**config.mk**
```make
export PLATFORM = sky130hd
export DESIGN_NAME = piso_tx
export DESIGN_NICKNAME = d
export VERILOG_FILES = /design/src/rtl/piso_tx_pkg.sv /design/src/rtl/piso_tx.sv
export SDC_FILE = /design/constraint.sdc
export NUM_CORES = 1
export LEC_CHECK = 0
export CAP_MARGIN = 20
export CORE_UTILIZATION = 42
export DETAILED_ROUTE_END_ITERATION = 7
export PLACE_DENSITY = 0.72
export SYNTH_ARGS = -nofsm -noshare
export SYNTH_HDL_FRONTEND = slang
export SYNTH_SLANG_ARGS = --single-unit
export TNS_END_PERCENT = 5
```
**constraint.sdc**
```tcl
create_clock -name clk -period 1.4 [get_ports clk]
set_input_delay 0.42 -clock clk [delete_from_list [all_inputs] [get_ports clk]]
set_output_delay 0.42 -clock clk [all_outputs]
set_load 0.005 [all_outputs]
```
**src/rtl/piso_tx_pkg.sv**
```systemverilog
// Shared serializer/deserializer definitions: FSM encodings and default widths.
package piso_tx_pkg;

   localparam int unsigned SERDES_WIDTH_DEFAULT = 8;

   // Parallel-in/serial-out transmitter states.
   typedef enum logic {
      IDLE  = 1'b0,
      SHIFT = 1'b1
   } piso_state_e;

   // Serial-in/parallel-out receiver states, kept here so both ends share one file.
   typedef enum logic {
      SIPO_IDLE    = 1'b0,
      SIPO_CAPTURE = 1'b1
   } sipo_state_e;

endpackage : piso_tx_pkg

```
**src/rtl/piso_tx.sv**
```systemverilog
// Parallel-in/serial-out transmitter with zero-latency first bit and gapless reload.
module piso_tx
   import piso_tx_pkg::*;
#(
   parameter int unsigned WIDTH     = SERDES_WIDTH_DEFAULT,
   parameter bit          LSB_FIRST = 1'b0
) (
   input  logic             clk,
   input  logic             clr,
   input  logic [WIDTH-1:0] parallel_in,
   input  logic             load,
   output logic             ready,
   output logic             serial_out,
   output logic             valid,
   output logic             done
);

   localparam int unsigned CNT_W = (WIDTH > 1) ? $clog2(WIDTH) : 1;

   piso_state_e      state_q, state_d;
   logic [CNT_W-1:0] cnt_q, cnt_d;
   logic [WIDTH-1:0] shreg_q, shreg_d;
   logic             accept_c;
   logic             last_c;
   logic [WIDTH-1:0] shifted_c;

   // Status decodes of registered state; clr reaches them through the registers.
   assign last_c     = (cnt_q == '0);
   assign ready      = (state_q == IDLE) || last_c;
   assign valid      = (state_q == SHIFT);
   assign done       = (state_q == SHIFT) && last_c;
   assign serial_out = (state_q == SHIFT) &&
                       (LSB_FIRST ? shreg_q[0] : shreg_q[WIDTH-1]);
   assign accept_c   = load && ready;
   assign shifted_c  = LSB_FIRST ? {1'b0, shreg_q[WIDTH-1:1]}
                                 : {shreg_q[WIDTH-2:0], 1'b0};

   // Next-state: load on accept, otherwise advance one bit or fall back to idle.
   always_comb begin
      state_d = state_q;
      cnt_d   = cnt_q;
      shreg_d = shreg_q;
      if (accept_c) begin
         state_d = SHIFT;
         cnt_d   = CNT_W'(WIDTH - 1);
         shreg_d = parallel_in;
      end else if (state_q == SHIFT) begin
         if (last_c) begin
            state_d = IDLE;
            cnt_d   = '0;
            shreg_d = '0;
         end else begin
            cnt_d   = cnt_q - CNT_W'(1);
            shreg_d = shifted_c;
         end
      end
   end

   // State, counter and shift register with asynchronous clear.
   always_ff @(posedge clk or posedge clr) begin
      if (clr) begin
         state_q <= IDLE;
         cnt_q   <= '0;
         shreg_q <= '0;
      end else begin
         state_q <= state_d;
         cnt_q   <= cnt_d;
         shreg_q <= shreg_d;
      end
   end

endmodule : piso_tx
```
Word-level counts from Yosys, hierarchy flattened
Index checks and enable logic that the tools add are counted.
{"block": "totals", "register_bits": 12, "inputBits": 11, "out_inout_bits": 4, "wordCells": 20}
{"block": "classes", "add_sub_neg": 1, "mux": 9, "bitwise_logic": 1, "n_reduce_logical": 6}
{"op": "$mux W8", "n": 3}
{"op": "$mux W3", "n": 3}
{"op": "$logic_and A1 B1 Y1", "n": 3}
{"op": "$logic_not A3 Y1", "n": 1}
{"op": "$mux W1", "n": 3}
{"op": "$sub A3 B1 Y3 const B", "n": 1}
{"op": "$reduce_bool A2 Y1", "n": 1}
{"op": "$logic_or A1 B1 Y1", "n": 1}
{"op": "$not A1 Y1", "n": 1}

Longest topological paths before layout
{"block": "depth", "ltp_word": 4, "ltp_mapped": 5, "mapped_depth_nobuf": 3}

Least setup slack after synthesis
No wires, ideal clock.
{"block": "synth_timing", "kind": "reg2out", "from": "register state_q, in the netlist valid", "to": "output done", "t_arrival_ns": 1.008, "t_required_ns": 0.980, "slack_ns": -0.028, "stages_incl_launch_ff": 3, "path_buffers": 1, "cell_sequence": "dfrtp_1 clkbuf_1 nor4b_1"}
{"block": "synth_between", "elab_chain_cells": 1}
{"element": "from (decl)", "line": "piso_tx.sv:20", "source": "piso_state_e state_q, state_d;"}
{"element": "from (signal assigned)", "line": "piso_tx.sv:66", "source": "state_q <= state_d;"}
{"element": "$logic_and A1 B1 Y1", "line": "piso_tx.sv:31", "source": "assign done = (state_q == SHIFT) && last_c;"}
{"element": "to (decl)", "line": "piso_tx.sv:15", "source": "output logic done"}
Every way passes these cells.

Worst setup path in the final report
{"block": "layout_timing", "from": "register cnt_q[0]", "to": "output ready"}
{"block": "layout_between", "elab_chain_cells": 2}
{"element": "from (decl)", "line": "piso_tx.sv:21", "source": "logic [CNT_W-1:0] cnt_q, cnt_d;"}
{"element": "from (signal assigned)", "line": "piso_tx.sv:67", "source": "cnt_q <= cnt_d;"}
{"element": "$logic_not A3 Y1", "line": "piso_tx.sv:28", "source": "assign last_c = (cnt_q == '0);"}
{"element": "$logic_or A1 B1 Y1", "line": "piso_tx.sv:29", "source": "assign ready = (state_q == IDLE) || last_c;"}
{"element": "to (decl)", "line": "piso_tx.sv:12", "source": "output logic ready,"}
Every way passes these cells.

==> run summary <==
status = complete, but fails checks
violated checks = negative setup slack
flops & latches, synth = 12
Crit path required time = 0.98 ns
Hold WS = 0.354 ns
slew margin rel. = 0.848
ant diodes = 0
Routed WL per cell = 15.9 um
Worst Setup End Kind = primary output
Power Total = 1.74 mW
Layout area overhead = 45.4%
Post-Synth Adder-Cell Area = 0
clk_lat worst skew = 0.27 ns
most used cells in the layout excluding fill and tap cells = buf_4 (15), dfrtp_1 (12), clkdlybuf4s50_1 (9)
die height = 40.9 um
fin cells = 103
Slowest Stage Delay on Critical Path = 0.43 ns
Synth Instances = 57
Synth Area in XOR/XNOR = 0.0138
Final Cycle Share = 1.19
RSZ-0062 raised after global routing = true
largest family of logic cells by synthesized area = compound AO/OA/AOI/OAI gates
drt pass-1 iters = 5
Ys Warns = 0
layout net count = 101
Setup crit end = ready
clk buf depth = 2
violation count after the first detailed-route iteration = 15
most common cell after layout, fill and taps aside = buf_4
layout cell share with drive strength beyond 1 = 0.330
fill count = 116
Crit Path Max Fanout = 4
Pleak = 0.445 nW
Antenna Nets Post-Route = 0
fmax = 602 MHz
Pwr per Cell Area = 1880 nW/um^2
FF-to-FF End = shreg_q[3]$_DFFE_PP0P_
vias in the first global route = 528
fin area = 922 sq um
H-tree Lvls = 1
WL final = 1640 um
measured slew at the worst slew-check pin = 0.227 ns
Setup Viol. Count Final = 11
Syn Area/Cell = 11.1 sq um
WP data arrival = 1.24 ns
vias = 583
clock slew at reported path FFs = 0.08 ns
CP startpoint kind = flop
setup slack, reg-to-reg = -0.10 ns
first-pass GRT wire length = 2300 um
initial antenna violation count = 0
largest net degree at the start of global routing = 10
CTS Sinks = 12
Synth Area in Compound Gates = 0.185
number of cells on the critical path = 3
TritonCTS Buffers = 3
Max rail drop VDD = 917 uV
grt ovf = 0
crit-path cells = o31a_1 > inv_1 > buf_2
Core ar. = 1350 sq um
Placed Cells = 96
IO Count = 15
Min-Delay Path Class = primary input to async pin
worst reg2reg path depth = 4
Starting Density = 0.470
Die W = 40.9 um
Final Critical Period = 1.66 ns
clk root buf = clkbuf_4
Detailed Place HPWL = 1110 um
WS Path Type = flop to primary output
Hold Violations, Final = 0
worst path bufs/invs = 2
Critical R2R Launch = cnt_q[0]$_DFFE_PP0P_
CP Launch Point = cnt_q[0]$_DFFE_PP0P_
syn nets = 68
DIE AREA = 1670 sq um
Max-Cap Viols = 0
mux cell area share after synthesis = 0.126
All-Layer GR Usage = 0.219
placed inst area = 870 sq um
fin worst setup slack = -0.262 ns
Cell Area, Synth = 634 sq um
max-slew violations = 0
Top Family by Delay on Critical Path = flip-flops
drt via density = 5.66
sequential-to-total area share from yosys stat = 0.473
Row Count = 13
Layout Skew = 0.00412 ns
IO buf count = 14
slowest CP cell = dfrtp_1
Distinct cells, synth = 20
Synth Area in Simple Gates = 0.132
# DRC = 0
setup TNS = -1.18 ns
CTS tree = done
Placer Congestion = 0.712
-- worst min-delay path by stage --
stage / cells after the start / start / slack, ns / endpoint
2_1_floorplan: 1 / clr / 0.28 / cnt_q[0]$_DFFE_PP0P_
3_3_place_gp: 1 / shreg_q[3]$_DFFE_PP0P_ / 0.48 / shreg_q[4]$_DFFE_PP0P_
3_5_place_dp: 1 / shreg_q[5]$_DFFE_PP0P_ / 0.51 / shreg_q[6]$_DFFE_PP0P_
4_1_cts: 2 / clr / 0.35 / shreg_q[5]$_DFFE_PP0P_
5_1_grt: 2 / clr / 0.37 / shreg_q[4]$_DFFE_PP0P_
6_report: 2 / clr / 0.35 / shreg_q[5]$_DFFE_PP0P_
-- stage by stage --
stage	util	worst slack [ns]
CTS	0.679	-0.234
global placement	0.644	-0.339
floorplan	-	0.0393
detailed placement	0.644	-0.375
finish	0.683	-0.262
global route	0.683	-0.294
-- cell families after synthesis --
kind of cell | count (synthesis)
and+or+nand+nor | 14
AOI/OAI and AO/OA | 15
xor gates and xnor gates | 1
muxes | 8
buffers and inverters | 7
DFF | 12
-- state kept, by name (all words and copies together), names as in the netlist --
| signal | cells |
|---|---|
| cnt_q | 3 |
| shreg_q | 8 |
| valid | 1 |
-- final cells by class --
type                    instances  area [sq um]  share of cell area
inverters                       2          7.51             0.00814
multi-input cells              38           297               0.322
well taps                      15          18.8              0.0204
repair buffers                 33           277               0.300
flip-flops and latches         12           300               0.326
clock buffers                   3          22.5              0.0244
-- where the power goes --
| part | switching, mW | internal [mW] | total, mW |
|---|---|---|---|
| Combinational | 0.395 | 0.533 | 0.927 |
| Clock | 0.115 | 0.0994 | 0.214 |
| Sequential | 0.114 | 0.482 | 0.596 |
| Total | 0.623 | 1.11 | 1.74 |
-- synthesized netlist by cell type, drive strengths merged --
cell type / count / area share
dfrtp: 12 / 0.47
mux2i: 8 / 0.13
nor2: 8 / 0.047
a221o: 7 / 0.11
buf: 4 / 0.051
a21oi: 3 / 0.024
inv: 2 / 0.012
nor4b: 2 / 0.051
o21ai: 2 / 0.016
a211oi: 1 / 0.012
a31oi: 1 / 0.0099
and2: 1 / 0.0099
clkbuf: 1 / 0.0059
nand2: 1 / 0.0059
nor3: 1 / 0.0079
o31a: 1 / 0.014
or2: 1 / 0.0099
xor2: 1 / 0.014
-- what timing repair did --
item                       4_1_cts  5_1_grt
resized for setup               16        5
hold buffers                     0        0
pin swaps                        9        1
setup endpoints to repair       11       13
gates cloned                     0        0
buffers inserted                 3        1
-- per-layer routing --
layer	wire, um	global-route usage
met1	747	0.277
met2	796	0.363
met5	0	0
met4	23	0.0750
met3	74	0.0489
Note: power is estimated with default switching activity, not from simulation.
